`config.mk`:
```
export PLATFORM = sky130hd
export DESIGN_NAME = alu_issue_stage
export DESIGN_NICKNAME = d
export VERILOG_FILES = /design/src/rtl/alu_issue_stage.sv
export SDC_FILE = /design/constraint.sdc
export NUM_CORES = 1
export LEC_CHECK = 0
export ABC_AREA = 1
export BUFFER_PORTS_ARGS = -buffer_cell sky130_fd_sc_hd__buf_2
export CAP_MARGIN = 30
export CORE_UTILIZATION = 48
export CTS_BUF_LIST = sky130_fd_sc_hd__clkbuf_8
export CTS_CLUSTER_SIZE = 10
export DETAILED_ROUTE_END_ITERATION = 10
export PLACE_DENSITY = 0.82
export SYNTH_ARGS = -nofsm -noshare
export SYNTH_HDL_FRONTEND = slang
export SYNTH_SLANG_ARGS = --single-unit
```
`constraint.sdc`:
```
create_clock -name clk -period 1.95 [get_ports clk]
set_input_delay 0.195 -clock clk [delete_from_list [all_inputs] [get_ports clk]]
set_output_delay 0.195 -clock clk [all_outputs]
set_load 0.1 [all_outputs]
```
`src/rtl/alu_issue_stage.sv`:
```
// alu_issue_stage
//   ID/EX pipeline register for the ALU path. Decodes the MIPS opcode/funct
//   into the 4-bit ALUControl code, selects and extends the two ALU operands
//   (register, sign/zero-extended immediate or shift amount) and registers
//   the result into EX with stall, flush and a valid bit.
//   Only DATA_W = 32 and REG_AW = 5 are supported; the instruction fields are
//   fixed-width and the extensions assume a 32-bit datapath.

module alu_issue_stage #(
  parameter int DATA_W = 32,
  parameter int REG_AW = 5
) (
  input  logic              clk,
  input  logic              reset,
  input  logic              id_valid,
  input  logic [31:0]       id_instr,
  input  logic [DATA_W-1:0] id_rs_data,
  input  logic [DATA_W-1:0] id_rt_data,
  input  logic              stall,
  input  logic              flush,
  output logic              ex_valid,
  output logic [3:0]        ex_alu_ctrl,
  output logic [DATA_W-1:0] ex_data1,
  output logic [DATA_W-1:0] ex_data2,
  output logic [REG_AW-1:0] ex_wr_reg,
  output logic              ex_reg_write,
  output logic              ex_illegal
);

  // ---------------------------------------------------------------------------
  // ALU control encoding, as understood by the downstream ALU
  // ---------------------------------------------------------------------------
  typedef enum logic [3:0] {
    ALU_AND = 4'b0000,
    ALU_OR  = 4'b0001,
    ALU_ADD = 4'b0010,
    ALU_SRA = 4'b0011,
    ALU_SLL = 4'b0100,
    ALU_SRL = 4'b0101,
    ALU_SUB = 4'b0110,
    ALU_SLT = 4'b0111,
    ALU_NOR = 4'b1100,
    ALU_XOR = 4'b1101
  } alu_ctrl_e;

  // Where ALU data1 comes from
  typedef enum logic [2:0] {
    SRC1_ZERO,      // illegal instructions present zero operands
    SRC1_RS,        // rs register value
    SRC1_SHAMT,     // instruction shamt field, zero-extended
    SRC1_RS_LOW5,   // rs[4:0]; the ALU shifts by the whole data1 value
    SRC1_LUI_SHIFT  // constant 16, so that lui becomes imm << 16
  } src1_e;

  // Where ALU data2 comes from
  typedef enum logic [1:0] {
    SRC2_ZERO,
    SRC2_RT,        // rt register value
    SRC2_SIMM,      // sign-extended immediate
    SRC2_ZIMM       // zero-extended immediate
  } src2_e;

  // Which instruction field names the destination register
  typedef enum logic [1:0] {
    DST_NONE,       // no write-back; wr_reg reported as 0
    DST_RD,
    DST_RT
  } dst_e;

  // Everything the decoder decides about one instruction
  typedef struct packed {
    alu_ctrl_e alu_ctrl;
    src1_e     src1;
    src2_e     src2;
    dst_e      dst;
    logic      reg_write;
    logic      illegal;
  } dec_t;

  // ---------------------------------------------------------------------------
  // Opcode and funct values
  // ---------------------------------------------------------------------------
  localparam logic [5:0] OP_RTYPE = 6'b000000;
  localparam logic [5:0] OP_BEQ   = 6'b000100;
  localparam logic [5:0] OP_BNE   = 6'b000101;
  localparam logic [5:0] OP_ADDI  = 6'b001000;
  localparam logic [5:0] OP_ADDIU = 6'b001001;
  localparam logic [5:0] OP_SLTI  = 6'b001010;
  localparam logic [5:0] OP_ANDI  = 6'b001100;
  localparam logic [5:0] OP_ORI   = 6'b001101;
  localparam logic [5:0] OP_XORI  = 6'b001110;
  localparam logic [5:0] OP_LUI   = 6'b001111;
  localparam logic [5:0] OP_LW    = 6'b100011;
  localparam logic [5:0] OP_SW    = 6'b101011;

  localparam logic [5:0] FN_SLL   = 6'b000000;
  localparam logic [5:0] FN_SRL   = 6'b000010;
  localparam logic [5:0] FN_SRA   = 6'b000011;
  localparam logic [5:0] FN_SLLV  = 6'b000100;
  localparam logic [5:0] FN_SRLV  = 6'b000110;
  localparam logic [5:0] FN_SRAV  = 6'b000111;
  localparam logic [5:0] FN_JR    = 6'b001000;
  localparam logic [5:0] FN_ADD   = 6'b100000;
  localparam logic [5:0] FN_ADDU  = 6'b100001;
  localparam logic [5:0] FN_SUB   = 6'b100010;
  localparam logic [5:0] FN_SUBU  = 6'b100011;
  localparam logic [5:0] FN_AND   = 6'b100100;
  localparam logic [5:0] FN_OR    = 6'b100101;
  localparam logic [5:0] FN_XOR   = 6'b100110;
  localparam logic [5:0] FN_NOR   = 6'b100111;
  localparam logic [5:0] FN_SLT   = 6'b101010;

  // Decode of anything not recognised: ADD of two zeros, no write-back
  localparam dec_t DEC_ILLEGAL = '{
    alu_ctrl:  ALU_ADD,
    src1:      SRC1_ZERO,
    src2:      SRC2_ZERO,
    dst:       DST_NONE,
    reg_write: 1'b0,
    illegal:   1'b1
  };

  // ---------------------------------------------------------------------------
  // Instruction fields
  // ---------------------------------------------------------------------------
  logic [5:0]        opcode;
  logic [5:0]        funct;
  logic [4:0]        shamt;
  logic [REG_AW-1:0] rt_idx;
  logic [REG_AW-1:0] rd_idx;
  logic [15:0]       imm;

  assign opcode = id_instr[31:26];
  assign rt_idx = id_instr[20:16];
  assign rd_idx = id_instr[15:11];
  assign shamt  = id_instr[10:6];
  assign funct  = id_instr[5:0];
  assign imm    = id_instr[15:0];

  // The rs index is not needed here: its value arrives already forwarded.
  logic unused_rs_field;
  assign unused_rs_field = ^id_instr[25:21];

  // R-type entry: destination rd, write-back, data2 = rt
  function automatic dec_t r_op(input alu_ctrl_e ctrl, input src1_e src1);
    return '{alu_ctrl: ctrl, src1: src1, src2: SRC2_RT, dst: DST_RD,
             reg_write: 1'b1, illegal: 1'b0};
  endfunction

  // I-type entry: data1 = rs, destination rt, write-back
  function automatic dec_t i_op(input alu_ctrl_e ctrl, input src2_e src2);
    return '{alu_ctrl: ctrl, src1: SRC1_RS, src2: src2, dst: DST_RT,
             reg_write: 1'b1, illegal: 1'b0};
  endfunction

  // Entry for instructions that use the ALU but never write a register
  function automatic dec_t no_wb_op(input alu_ctrl_e ctrl, input src2_e src2);
    return '{alu_ctrl: ctrl, src1: SRC1_RS, src2: src2, dst: DST_NONE,
             reg_write: 1'b0, illegal: 1'b0};
  endfunction

  dec_t dec;

  // Opcode/funct decode into ALU control, operand sources and destination
  always_comb begin
    // NOTE: assigning a full default before the case keeps every path driven,
    // so no latch is inferred for fields a branch does not mention.
    dec = DEC_ILLEGAL;
    case (opcode)
      OP_RTYPE: begin
        case (funct)
          FN_ADD, FN_ADDU: dec = r_op(ALU_ADD, SRC1_RS);
          FN_SUB, FN_SUBU: dec = r_op(ALU_SUB, SRC1_RS);
          FN_AND:          dec = r_op(ALU_AND, SRC1_RS);
          FN_OR:           dec = r_op(ALU_OR,  SRC1_RS);
          FN_XOR:          dec = r_op(ALU_XOR, SRC1_RS);
          FN_NOR:          dec = r_op(ALU_NOR, SRC1_RS);
          FN_SLT:          dec = r_op(ALU_SLT, SRC1_RS);
          FN_SLL:          dec = r_op(ALU_SLL, SRC1_SHAMT);
          FN_SRL:          dec = r_op(ALU_SRL, SRC1_SHAMT);
          FN_SRA:          dec = r_op(ALU_SRA, SRC1_SHAMT);
          FN_SLLV:         dec = r_op(ALU_SLL, SRC1_RS_LOW5);
          FN_SRLV:         dec = r_op(ALU_SRL, SRC1_RS_LOW5);
          FN_SRAV:         dec = r_op(ALU_SRA, SRC1_RS_LOW5);
          FN_JR:           dec = no_wb_op(ALU_ADD, SRC2_RT);
          default:         dec = DEC_ILLEGAL;
        endcase
      end
      OP_ADDI, OP_ADDIU: dec = i_op(ALU_ADD, SRC2_SIMM);
      OP_SLTI:           dec = i_op(ALU_SLT, SRC2_SIMM);
      OP_ANDI:           dec = i_op(ALU_AND, SRC2_ZIMM);
      OP_ORI:            dec = i_op(ALU_OR,  SRC2_ZIMM);
      OP_XORI:           dec = i_op(ALU_XOR, SRC2_ZIMM);
      OP_LW:             dec = i_op(ALU_ADD, SRC2_SIMM);
      OP_LUI: begin
        dec      = i_op(ALU_SLL, SRC2_ZIMM);
        dec.src1 = SRC1_LUI_SHIFT;
      end
      OP_SW:             dec = no_wb_op(ALU_ADD, SRC2_SIMM);
      OP_BEQ, OP_BNE:    dec = no_wb_op(ALU_SUB, SRC2_RT);
      default:           dec = DEC_ILLEGAL;
    endcase
  end

  // ---------------------------------------------------------------------------
  // Operand and destination selection
  // ---------------------------------------------------------------------------
  logic [DATA_W-1:0] simm;
  logic [DATA_W-1:0] zimm;
  logic [DATA_W-1:0] data1_d;
  logic [DATA_W-1:0] data2_d;
  logic [REG_AW-1:0] wr_reg_d;

  assign simm = {{(DATA_W-16){imm[15]}}, imm};
  assign zimm = {{(DATA_W-16){1'b0}}, imm};

  // data1 mux: register, shift amount, masked rs or the lui shift constant
  always_comb begin
    case (dec.src1)
      SRC1_RS:        data1_d = id_rs_data;
      SRC1_SHAMT:     data1_d = {{(DATA_W-5){1'b0}}, shamt};
      SRC1_RS_LOW5:   data1_d = {{(DATA_W-5){1'b0}}, id_rs_data[4:0]};
      SRC1_LUI_SHIFT: data1_d = DATA_W'(16);
      default:        data1_d = '0;
    endcase
  end

  // data2 mux: register or extended immediate
  always_comb begin
    case (dec.src2)
      SRC2_RT:   data2_d = id_rt_data;
      SRC2_SIMM: data2_d = simm;
      SRC2_ZIMM: data2_d = zimm;
      default:   data2_d = '0;
    endcase
  end

  // Destination register index; 0 when the instruction does not write back
  always_comb begin
    case (dec.dst)
      DST_RD:  wr_reg_d = rd_idx;
      DST_RT:  wr_reg_d = rt_idx;
      default: wr_reg_d = '0;
    endcase
  end

  // ---------------------------------------------------------------------------
  // EX register: reset and flush clear, stall holds, otherwise load the decode
  // ---------------------------------------------------------------------------
  always_ff @(posedge clk) begin
    // NOTE: non-blocking assignments here so every EX register samples the
    // pre-edge values, independent of statement order.
    if (reset || flush) begin
      ex_valid     <= 1'b0;
      ex_alu_ctrl  <= ALU_AND;
      ex_data1     <= '0;
      ex_data2     <= '0;
      ex_wr_reg    <= '0;
      ex_reg_write <= 1'b0;
      ex_illegal   <= 1'b0;
    end else if (!stall) begin
      ex_valid     <= id_valid;
      ex_alu_ctrl  <= dec.alu_ctrl;
      ex_data1     <= data1_d;
      ex_data2     <= data2_d;
      ex_wr_reg    <= wr_reg_d;
      // A bubble in ID must never write back or raise a trap.
      ex_reg_write <= id_valid & dec.reg_write;
      ex_illegal   <= id_valid & dec.illegal;
    end
  end

endmodule

```
# ---- Word-level counts from Yosys, hierarchy flattened
# Memory sizes are Yosys's and may differ from the RTL's.
# Index checks and enable logic that the tools add are counted.
dict set report word_totals {
  register_bits 76
  latch_bits 0
  mem_bits_rw 0
  romBits 640
  out_inout_bits 76
  word_cells 38
  mem_count 1
}
# name depth word_bits read_ports rd_clocked_by_memory_dff wr line
set memory_table {}
lappend memory_table {{(no name shown)} 64 10 1 0 0 171} ;# case (funct)
dict set report op_classes {
  add_sub_neg 0
  mul 0
  n_div 0
  order_cmp 0
  eq_ne 20
  shifts 0
  muxes 4
  n_bitwise 2
  n_reduce_logical 4
}
# operator n
set op_table {}
lappend op_table {{32-bit case mux with 4 select lines} 1}
lappend op_table {{13-bit case mux with 9 select lines} 1}
lappend op_table {{32-bit case mux with 3 select lines} 1}
lappend op_table {{6-bit by 4-bit == test with 1-bit output, second input constant} 7}
lappend op_table {{6-bit by 3-bit == test with 1-bit output, second input constant} 2}
lappend op_table {{6-bit == test, second input constant} 2}
lappend op_table {{5-bit case mux with 2 select lines} 1}
lappend op_table {{2-bit == test, second input constant} 3}
lappend op_table {{3-bit by 2-bit == test with 1-bit output, second input constant} 2}
lappend op_table {{6-bit logical NOT} 1}
lappend op_table {{2-bit by 1-bit == test with 1-bit output, second input constant} 2}
lappend op_table {{3-bit by 1-bit == test with 1-bit output, second input constant} 1}
lappend op_table {{3-bit == test, second input constant} 1}
lappend op_table {{3-bit OR reduction} 1}
lappend op_table {{1-bit bitwise AND} 2}
lappend op_table {{2-bit OR reduction} 1}
lappend op_table {{1-bit logical OR} 1}

# ---- Longest topological paths before layout
# Gate-level depths: netlist of run 1.
dict set report logic_depth {
  depth_word 5
  depth_mapped 13
}

# ---- Least setup slack after synthesis of run 1
# OpenSTA, ideal clock, no wires.
dict set report synth_timing {
  path_kind {input to register}
  start {input id_instr[31]}
  end {register ex_wr_reg[4]}
  setup_time_ns 0.143
  arrival_ns 1.668
  path_slack_ns 0.139
  path_stages 12
  n_path_buf 0
  path_cell_list {nor2_4 nand2_2 nor2_4 inv_1 nor3_4 inv_1 nand2_1 inv_1 ha_1 a22o_1 nand2_1 a21oi_1}
}
dict set report synth_via {
  elab_chain_cells 5
  elab_cells_between_ends 18
  classes_between {eq/ne: 13; mux: 2; reduce/logical: 3}
}
# element line
set synth_lines {}
lappend synth_lines {{from (decl)} 16} ;# input logic [31:0] id_instr,
lappend synth_lines {{6-bit == test (tied with other cells)} 169} ;# case (opcode)
lappend synth_lines {{3-bit OR reduction (no line) / 2-bit OR reduction (equally long branches)} n/a}
lappend synth_lines {{13-bit case mux with 9 select lines *} 169}
lappend synth_lines {{2-bit == test / 2-bit by 1-bit == test with 1-bit output (equally long branches)} 240} ;# case (dec.dst)
lappend synth_lines {{5-bit case mux with 2 select lines *} 240}
lappend synth_lines {{to (signal assigned)} 266} ;# ex_wr_reg <= wr_reg_d;
lappend synth_lines {{to (decl)} 25} ;# output logic [REG_AW-1:0] ex_wr_reg,
# Mark *: on every way between the ends. The rest lies on a longest branch, timed or not.
# A chain may end at the register's enable or synchronous reset.

# ---- Worst setup path in the final report of run 1
dict set report layout_timing {
  start {input id_instr[28]}
  end {register ex_wr_reg[1]}
}
# The elaborated chain is that of the path after synthesis.

==> results of run 1 <==
## tightest hold or removal path, delay by kind of cell
family,cells,cell delay [ns]
AO/OA/AOI/OAI,1,0.04
buffers and inverters,1,0.10
AND/OR/NAND/NOR,1,0.06
## metrics by stage
step	std cells	hold WS, ns	area (sq um)	total power, uW	utilization
after global routing	805	0.0810	4990	3480	0.646
final	805	0.0859	4990	3350	0.646
after global placement	789	0.441	4810	2230	0.623
after detailed placement	789	0.453	4810	2240	0.623
after floorplan	528	0.339	3820	2030	-
after CTS	805	0.0788	4990	3370	0.646
## power breakdown
group / switching, uW / internal, uW / leakage [uW]
Clock: 659 / 482 / 0.0000921
Combinational: 439 / 178 / 0.00166
Sequential: 12.1 / 1570 / 0.000614
## cell families after synthesis
family,share of synthesized area
adder cells (fa/ha/maj),0.0164
flip-flops,0.398
AND/OR/NAND/NOR,0.306
AO/OA/AOI/OAI,0.194
buffers and inverters,0.0848
## layer usage
metal | routed length (um) | part of all wire | vias to the layer above
met5 | 0 | 0 | -
met4 | 262 | 0.024 | 0
met3 | 632 | 0.057 | 22
met2 | 5480 | 0.49 | 164
met1 | 4760 | 0.43 | 1872
li1 | - | - | 2075
## cell usage in the layout (no fill, tap or decap), types with 5 or more instances in the layout
| master | instances |
|---|---|
| nand3_2 | 14 |
| o21ai_0 | 17 |
| o211ai_1 | 19 |
| o21ai_1 | 11 |
| dfxtp_1 | 76 |
| buf_2 | 171 |
| nand4_1 | 6 |
| clkbuf_8 | 9 |
| a21oi_2 | 11 |
| inv_1 | 34 |
| nand3_1 | 29 |
| a21oi_1 | 55 |
| inv_2 | 6 |
| nand2_1 | 172 |
| nor2_1 | 22 |
| ha_1 | 5 |
| buf_4 | 16 |
## final cells by class
cell class,instances,area [sq um]
Tap cell,102,128
Inverter,40,150
Timing Repair Buffer,190,1040
Clock inverter,7,58.8
Clock buffer,9,124
Sequential cell,76,1520
Multi-Input combinational cell,381,1980
Fill cell,714,2730
## synthesized netlist by cell type
cell	count	area (sq um)
nand2_1	172	646
dfxtp_1	76	1520
a21oi_1	55	275
inv_1	35	131
nand3_1	29	145
nor2_1	22	82.6
o211ai_1	19	143
o21ai_0	17	85.1
clkbuf_1	14	52.6
nand3_2	14	140
a21oi_2	11	96.3
o21ai_1	11	55.1
nand4_1	6	37.5
buf_6	5	56.3
ha_1	5	62.6
inv_2	5	18.8
buf_1	4	15.0
buf_2	4	20.0
buf_4	4	30.0
nor2_4	4	45.0
nand2_2	3	18.8
nand2_4	2	22.5
a211oi_1	1	7.51
a21boi_0	1	7.51
a21oi_4	1	16.3
a22o_1	1	8.76
a31oi_1	1	6.26
a41oi_1	1	8.76
nand3_4	1	17.5
nor3_4	1	16.3
o21ai_2	1	8.76
o21ai_4	1	16.3
o21bai_1	1	7.51
## path summary, 6_finish.rpt
check        slack [ns]  cells past startpoint              to
max                0.36                     12    ex_wr_reg[1]
min                0.09                      3    ex_data1[31]
max reg2reg        1.23                      4  ex_alu_ctrl[3]
min reg2reg        0.47                      2    ex_data1[10]
==> insert_results.sql, run 1 <==
INSERT INTO impl_metrics (metric_group, metric, value, unit) VALUES
('run_status', 'run_status', 'complete, no violations', ''),
('setup_path', 'timing.critical_path.required', '2.21', 'ns'),
('setup_path', 'startpoint_type', 'primary input', ''),
('global_route', 'grt_antenna_before_repair', '0', ''),
('setup_path', 'worst-endpoint-arrival', '1.86', 'ns'),
('global_route', 'grtUsageTotal', '0.275', ''),
('placed_design', 'port_buffers', '171', ''),
('setup_path', 'reg_to_reg_start', 'ex_alu_ctrl[3]', ''),
('global_route', 'gr-usage-met1', '0.334', ''),
('clocking', 'clock-sinks', '76', ''),
('sta', 'grt_setup_unrepaired', 'no', ''),
('min_path', 'kind_of_path_behind_the_tightest_hold_check', 'primary input to flip-flop', ''),
('drt', 'drt.antenna.violating_nets', '0', ''),
('synth', 'seq_area_frac_synth', '0.398', ''),
('clocking', 'clk_root_buffer_cell', 'clkbuf_8', ''),
('cells_and_area', 'drive_above_1_share', '0.357', ''),
('sta', 'number_of_hold_slack_violations_in_the_final_timing_report', '0', ''),
('global_route', 'grt_overflow_total', '0', ''),
('setup_path', 'critical_path_peak_fanout', '5', ''),
('drt', 'vias_per_inst', '5.13', ''),
('drt', 'total_wirelength', '11.1', 'mm'),
('setup_path', 'cpLargestDelayFamily', 'simple AND/OR/NAND/NOR gates', ''),
('floorplanning', 'floorplan.io_pins', '177', ''),
('clocking', 'cts.clk_slew.worst_paths', '0.10', 'ns'),
('global_route', 'top_usage_layer', 'met2', ''),
('sta', 'max_clock_freq', '627', 'MHz'),
('drt', 'drcViolationCount', '0', ''),
('synth', 'avgSynthCellArea', '7.24', 'sq um'),
('placed_design', 'routabilityCongestion', '0.870', ''),
('sta', 'max-slew-margin-rel', '0.398', ''),
('setup_path', 'path_cells', 'buf_2 > nor2_1 > nand2_2 > nor2_4 > inv_1 > nor3_4 > inv_1 > nand2_1 > ha_1 > nor2_1 > nand2_1 > a21oi_1', ''),
('synth', 'ys_types', '33', ''),
('clocking', 'clk_latency', '0.35', 'ns'),
('pwr', 'power.static_leakage', '0.00237', 'uW'),
('floorplanning', 'std_cell_rows', '32', ''),
('sta', 'timing.final.ws_setup', '0.355', 'ns'),
('cells_and_area', 'area_delta_synth_final', '30.7', '%'),
('synth', 'synth.net_count', '634', ''),
('drt', 'vias', '4133', ''),
('clocking', 'cts-resized-gates', '0', ''),
('floorplanning', 'die_width', '91.2', 'um'),
('floorplanning', 'die_ht', '91.2', 'um'),
('sta', 'finalCriticalPeriod', '1.59', 'ns'),
('global_route', 'met3_layer_usage_reported_by_global_route', '0.0469', ''),
('global_route', 'grt_pass1_vias', '3947', ''),
('clocking', 'tritoncts', 'done', ''),
('drt', 'drt_first_pass_iters', '4', ''),
('setup_path', 'worstPathBufferInverterCount', '3', ''),
('synth', 'ys.warnings.count', '0', ''),
('run', 'number_of_violations_of_the_max_capacitance_limit', '0', ''),
('synth', 'synth_area', '3820', 'sq um'),
('clocking', 'cts_hold_buffers', '0', ''),
('floorplanning', 'start_util', '0.494', ''),
('setup_path', 'timing_worst_setup_path_type', 'primary input to flip-flop', ''),
('setup_path', 'critPathCaptureType', 'flip-flop', ''),
('global_route', 'grt_max_degree', '60', ''),
('clocking', 'ctsLongestPathBuffers', '2', ''),
('global_route', 'grt_pass1_wl', '18.4', 'mm'),
('drt', 'wl_per_cell', '13.8', 'um'),
('pwr', 'power.ir.vdd_worst', '0.465', 'mV'),
('floorplanning', 'die-area', '8320', 'sq um'),
('drt', 'detailedRoute.firstIterationViolations', '211', ''),
('pwr', 'powerDensity', '670', 'nW/um^2'),
('sta', 'worst_pin_slew', '0.902', 'ns'),
('min_path', 'hold_path.startpoint', 'id_rs_data[31]', ''),
('cells_and_area', 'finalNetCount', '804', ''),
('cells_and_area', 'insertedDiodeCount', '0', ''),
('sta', 'report.final.setup_viol', '0', ''),
('global_route', 'groute.layer.met2.usage', '0.480', ''),
('clocking', 'htreeDepth', '3', ''),
('synth', 'synth_cells', '528', ''),
('placed_design', 'dpl.hpwl', '8.31', 'mm'),
('synth', 'number_of_storage_elements_in_the_synthesis_netlist', '76', ''),
('clocking', 'cts_setup_buffers', '0', ''),
('clocking', 'cts_made_buffers', '9', ''),
('setup_path', 'setup.worst_path.start', 'id_instr[28]', ''),
('sta', 'min_period_over_period', '0.818', ''),
('placed_design', 'place_ws', '0.0314', 'ns'),
('sta', 'final-max-slew-violation-count', '0', ''),
('setup_path', 'critical-path-slowest-cell', 'nor2_1', ''),
('sta', 'finClkSkew', '0', 'ns'),
('setup_path', 'crit_path_max_incr_delay', '0.26', 'ns'),
('floorplanning', 'core_region_area', '7730', 'sq um'),
('sta', 'setup-tns-final', '0', 'ns');
(Power assumes the default switching activity.)
==> inputs of run 2 (changes only) <==
- CORE_UTILIZATION: 48 -> 44
- PLACE_DENSITY: 0.82 -> 0.79
- clock period: 1.95 -> 1.3 ns (I/O delays scaled with it)
==> insert_results.sql, run 2 (synthesized netlist as in run 1, its figures left out) <==
INSERT INTO impl_metrics (metric_group, metric, value, unit) VALUES
('floorplanning', 'start_util', '0.460', ''),
('global_route', 'grt_pass1_vias', '3970', ''),
('drt', 'drt_first_pass_iters', '4', ''),
('floorplanning', 'die_ht', '95.2', 'um'),
('clocking', 'ctsLongestPathBuffers', '2', ''),
('sta', 'grt_setup_unrepaired', 'yes', ''),
('sta', 'timing.final.ws_setup', '-0.00807', 'ns'),
('setup_path', 'timing.critical_path.required', '1.59', 'ns'),
('global_route', 'grt_max_degree', '68', ''),
('sta', 'report.final.setup_viol', '3', ''),
('clocking', 'tritoncts', 'done', ''),
('run_status', 'run_status', 'finished with violations', ''),
('setup_path', 'critPathCaptureType', 'flip-flop', ''),
('drt', 'drt.antenna.violating_nets', '0', ''),
('sta', 'final-max-slew-violation-count', '0', ''),
('drt', 'drcViolationCount', '0', ''),
('cells_and_area', 'area_delta_synth_final', '52.5', '%'),
('floorplanning', 'die_width', '95.2', 'um'),
('clocking', 'htreeDepth', '3', ''),
('setup_path', 'cpLargestDelayFamily', 'buffers and inverters', ''),
('min_path', 'kind_of_path_behind_the_tightest_hold_check', 'primary input to flip-flop', ''),
('sta', 'max-slew-margin-rel', '0.660', ''),
('global_route', 'grtUsageTotal', '0.259', ''),
('floorplanning', 'floorplan.io_pins', '177', ''),
('floorplanning', 'core_region_area', '8300', 'sq um'),
('setup_path', 'worstPathBufferInverterCount', '5', ''),
('clocking', 'cts_made_buffers', '9', ''),
('cells_and_area', 'most_frequent_cells_in_the_layout', 'nand2_1, buf_2, dfxtp_1', ''),
('floorplanning', 'std_cell_rows', '33', ''),
('clocking', 'clk_root_buffer_cell', 'clkbuf_8', ''),
('setup_path', 'startpoint_type', 'primary input', ''),
('cells_and_area', 'final_common_cell', 'nand2_1', ''),
('cells_and_area', 'num-fill-cells', '706', ''),
('setup_path', 'worst-endpoint-arrival', '1.60', 'ns'),
('placed_design', 'dpl.hpwl', '8.73', 'mm'),
('clocking', 'cts_hold_buffers', '0', ''),
('global_route', 'grt_overflow_total', '0', ''),
('setup_path', 'critical_path_peak_fanout', '7', ''),
('setup_path', 'path_cells', 'buf_6 > buf_6 > ha_4 > inv_2 > nand2_1 > nand2_1 > nand3_1 > nand2_2 > nand3_4 > a21oi_4 > buf_12 > clkbuf_16 > nand3_4 > a21oi_2', ''),
('placed_design', 'placed_cell_area', '5190', 'sq um'),
('global_route', 'grt_antenna_before_repair', '0', ''),
('sta', 'finalCriticalPeriod', '1.31', 'ns'),
('sta', 'finClkSkew', '0', 'ns'),
('placed_design', 'routabilityCongestion', '0.894', ''),
('clocking', 'clock-sinks', '76', ''),
('placed_design', 'port_buffers', '171', ''),
('cells_and_area', 'post-route-cell-area', '5830', 'sq um'),
('sta', 'number_of_hold_slack_violations_in_the_final_timing_report', '0', ''),
('sta', 'setup-tns-final', '-0.0101', 'ns'),
('drt', 'total_wirelength', '12.5', 'mm'),
('run', 'number_of_violations_of_the_max_capacitance_limit', '0', ''),
('setup_path', 'crit_path_max_incr_delay', '0.17', 'ns'),
('cells_and_area', 'insertedDiodeCount', '0', ''),
('drt', 'vias_per_inst', '5.20', ''),
('setup_path', 'critical-path-slowest-cell', 'a21oi_4', ''),
('clocking', 'clk_latency', '0.34', 'ns'),
('sta', 'max_clock_freq', '764', 'MHz'),
('global_route', 'grt_pass1_wl', '18.4', 'mm'),
('pwr', 'powerDensity', '966', 'nW/um^2'),
('drt', 'vias', '4418', ''),
('clocking', 'cts.clk_slew.worst_paths', '0.09', 'ns'),
('cells_and_area', 'finalNetCount', '845', ''),
('pwr', 'power.static_leakage', '0.00265', 'uW'),
('drt', 'detailedRoute.firstIterationViolations', '171', ''),
('floorplanning', 'die-area', '9060', 'sq um'),
('pwr', 'power.ir.vdd_worst', '0.605', 'mV'),
('run_status', 'failing_checks', 'negative setup slack', ''),
('cells_and_area', 'drive_above_1_share', '0.466', ''),
('sta', 'min_period_over_period', '1.01', ''),
('setup_path', 'timing_worst_setup_path_type', 'primary input to flip-flop', ''),
('sta', 'worst_pin_slew', '0.514', 'ns'),
('drt', 'wl_per_cell', '14.7', 'um');
## run 2: cell types whose count changed in the layout (fill, tap and decap cells not counted), moves of 9 or more
cell      change
nand3_2      +10
a21oi_2       +9
a21oi_1       -9
clkbuf_4     +17
buf_4        +28
nand3_1      -15
buf_2        -20
## run 2: power breakdown
part | internal (uW) | switching [uW]
clock | 1110 | 969
sequential | 2360 | 17.9
combinational | 410 | 751
total | 3890 | 1740
## run 2: worst paths after layout
check	from	end	slack (ns)	cells after the start
setup / recovery	id_instr[0]	ex_data1[20]	-0.008	14
hold / removal	id_rs_data[18]	ex_data1[18]	0.02	3
setup reg to reg	ex_alu_ctrl[0]	ex_alu_ctrl[0]	0.56	4
hold reg to reg	ex_data2[11]	ex_data2[11]	0.47	2
## run 2: routing by layer
metal | track usage | vias up | routed length [um]
li1 | - | 2158 | -
met1 | 0.331 | 2055 | 5360
met2 | 0.430 | 178 | 6000
met3 | 0.0423 | 27 | 787
met4 | 0.106 | 0 | 365
met5 | 0 | - | 0
## run 2: final cells by class
type | instances | area (sq um) | share of cell area
Timing Repair Buffer | 231 | 1550 | 0.266
Inverter | 40 | 153 | 0.0262
Sequential cell | 76 | 1530 | 0.262
Clock inverter | 7 | 105 | 0.0180
Clock buffer | 9 | 124 | 0.0213
Tap cell | 105 | 131 | 0.0226
Multi-Input combinational cell | 381 | 2240 | 0.384
## run 2: what timing repair did
action / 4_1_cts / 5_1_grt
buffers inserted: 2 / 5
resized for setup: 17 / 62
pin swaps: 6 / 31
endpoints found under the setup margin: 11 / 78
hold endpoints to repair: 0 / 0
gates cloned: 1 / 3
## run 2: worst register-to-register path, stage by stage (launching register included)
cell	delay, ns
dfxtp_2	0.32
nor2_1	0.12
nor2_1	0.06
o21ai_0	0.09
inv_1	0.05
## run 2: per-stage QoR
step / std cells / total power (uW) / hold WS (ns) / util / setup WS (ns)
6_report: 849 / 5620 / 0.0190 / 0.702 / -0.00807
4_1_cts: 841 / 5550 / 0.0136 / 0.663 / -0.000557
2_1_floorplan: 528 / 3070 / 0.261 / - / -0.403
3_5_place_dp: 822 / 3460 / 0.395 / 0.625 / -0.516
3_3_place_gp: 822 / 3440 / 0.377 / 0.625 / -0.377
5_1_grt: 849 / 5830 / 0.0112 / 0.702 / -0.0677
==> inputs of run 3 (changes only) <==
- TNS_END_PERCENT: default -> 30
- clock period: 1.3 -> 1.1 ns (I/O delays scaled with it)
==> insert_results.sql, run 3 (synthesized netlist as in run 1, its figures left out) <==
INSERT INTO impl_metrics (metric_group, metric, value, unit) VALUES
('clocking', 'clock-sinks', '76', ''),
('cells_and_area', 'final_cells', '869', ''),
('floorplanning', 'std_cell_rows', '33', ''),
('setup_path', 'critPathCaptureType', 'flip-flop', ''),
('cells_and_area', 'finalNetCount', '865', ''),
('cells_and_area', 'area_delta_synth_final', '88.2', '%'),
('setup_path', 'worst-endpoint-arrival', '1.66', 'ns'),
('floorplanning', 'core_region_area', '8300', 'sq um'),
('placed_design', 'dpl.hpwl', '10.2', 'mm'),
('setup_path', 'startpoint_type', 'primary input', ''),
('sta', 'max_clock_freq', '728', 'MHz'),
('clocking', 'cts_made_buffers', '9', ''),
('sta', 'worst_pin_slew', '0.336', 'ns'),
('cells_and_area', 'insertedDiodeCount', '0', ''),
('global_route', 'grt_max_degree', '41', ''),
('drt', 'detailedRoute.firstIterationViolations', '229', ''),
('pwr', 'total_power', '6970', 'uW'),
('placed_design', 'port_buffers', '171', ''),
('clocking', 'cts.clk_slew.worst_paths', '0.10', 'ns'),
('run_status', 'run_status', 'finished with violations', ''),
('run', 'number_of_violations_of_the_max_capacitance_limit', '0', ''),
('global_route', 'grt_antenna_before_repair', '0', ''),
('floorplanning', 'start_util', '0.460', ''),
('sta', 'grt_setup_unrepaired', 'yes', ''),
('clocking', 'htreeDepth', '3', ''),
('sta', 'finalCriticalPeriod', '1.37', 'ns'),
('setup_path', 'timing_worst_setup_path_type', 'primary input to flip-flop', ''),
('sta', 'timing.final.ws_setup', '-0.273', 'ns'),
('cells_and_area', 'final_common_cell', 'nand2_1', ''),
('sta', 'final-max-slew-violation-count', '0', ''),
('global_route', 'grt_overflow_total', '0', ''),
('sta', 'max-slew-margin-rel', '0.775', ''),
('placed_design', 'routabilityCongestion', '0.913', ''),
('cells_and_area', 'drive_above_1_share', '0.474', ''),
('drt', 'vias', '4707', ''),
('global_route', 'grt_pass1_wl', '21.9', 'mm'),
('min_path', 'kind_of_path_behind_the_tightest_hold_check', 'primary input to flip-flop', ''),
('drt', 'wl_per_cell', '17.5', 'um'),
('clocking', 'clk_latency', '0.35', 'ns'),
('sta', 'number_of_hold_slack_violations_in_the_final_timing_report', '1', ''),
('cells_and_area', 'most_frequent_cells_in_the_layout', 'nand2_1, buf_2, buf_12', ''),
('setup_path', 'critical_path_peak_fanout', '6', ''),
('floorplanning', 'die_ht', '95.2', 'um'),
('sta', 'min_period_over_period', '1.25', ''),
('cells_and_area', 'postLayoutCoreUtil', '0.867', ''),
('global_route', 'grt_pass1_vias', '4605', ''),
('sta', 'report.final.setup_viol', '73', ''),
('clocking', 'clk_root_buffer_cell', 'clkbuf_8', ''),
('clocking', 'tritoncts', 'done', ''),
('setup_path', 'timing.critical_path.required', '1.39', 'ns'),
('drt', 'drcViolationCount', '0', ''),
('floorplanning', 'die_width', '95.2', 'um'),
('placed_design', 'placed_cells_incl_taps', '828', ''),
('clocking', 'ctsLongestPathBuffers', '2', ''),
('drt', 'vias_per_inst', '5.42', ''),
('sta', 'fin_worst_hold_slack', '-0.00147', 'ns'),
('drt', 'drt_first_pass_iters', '5', ''),
('pwr', 'powerDensity', '969', 'nW/um^2'),
('pwr', 'power.ir.vdd_worst', '0.768', 'mV'),
('run_status', 'failing_checks', 'negative hold slack, negative setup slack', ''),
('floorplanning', 'die-area', '9060', 'sq um'),
('pwr', 'power.static_leakage', '0.00301', 'uW'),
('sta', 'finClkSkew', '0', 'ns'),
('drt', 'total_wirelength', '15.2', 'mm'),
('floorplanning', 'floorplan.io_pins', '177', ''),
('drt', 'drt.antenna.violating_nets', '0', ''),
('global_route', 'grtUsageTotal', '0.321', '');
-- run 3: cell types whose count changed in the layout (fill, tap and decap cells not counted), moves of 4 or more --
cell,delta
buf_12,+78
buf_2,-64
clkbuf_4,-17
dlygate4sd3_1,+9
buf_6,+8
nand2_4,+6
o21ai_1,+6
buf_4,+5
nand2_1,-4
-- run 3: timing repair --
action | 4_1_cts | 5_1_grt
gates resized for setup | 47 | 51
pin swaps | 16 | 21
buffers inserted | 8 | 7
cloned | 2 | 1
hold buffers | 1 | 8
setup endpoints to repair | 71 | 87
hold endpoints to repair | 1 | 8
-- run 3: per-layer routing --
layer | wire, um | global-route usage
met1 | 5530 | 0.350
met2 | 7900 | 0.579
met3 | 1090 | 0.0766
met5 | 0 | 0
met4 | 688 | 0.153
-- run 3: final cells by class --
class,count,area [sq um]
well taps,105,131
flip-flops and latches,76,1530
repair buffers,251,2900
multi-input cells,381,2240
clock buffers,10,138
inverters,40,155
clock inverters,6,96.3
fillers,424,1110
-- run 3: through the flow --
stage / TNS, ns / worst slack (ns) / area (sq um)
2_1_floorplan: -18.84 / -0.583 / 3890
3_3_place_gp: -33.43 / -0.563 / 6370
3_5_place_dp: -37.89 / -0.722 / 6370
4_1_cts: -8.32 / -0.182 / 6860
5_1_grt: -18.57 / -0.383 / 7190
6_report: -12.57 / -0.273 / 7190
-- run 3: critical path, cell delays in order --
cell and delay [ns]:
buf_8 0.08, inv_1 0.05, nor2_1 0.17, buf_4 0.16
nand3_4 0.09, nand2_2 0.09, inv_2 0.05, nand2_4 0.07
nor2_4 0.06, a21oi_4 0.21, buf_12 0.15, buf_16 0.12
nand3_2 0.07, a21oi_1 0.18
-- run 3: where the power goes --
group	internal [uW]	switching, uW	leakage, uW
sequential	2790	47.3	0.000617
clock	1360	1160	0.000115
combinational	670	931	0.00228
-- run 3: final timing paths --
check / startpoint / to / slack (ns) / cells past startpoint
max: id_instr[31] / ex_data1[26] / -0.27 / 14
min: id_rs_data[17] / ex_data1[17] / -0.001 / 3
max reg2reg: ex_data1[26] / ex_data1[26] / 0.34 / 2
min reg2reg: ex_data2[20] / ex_data2[20] / 0.50 / 2
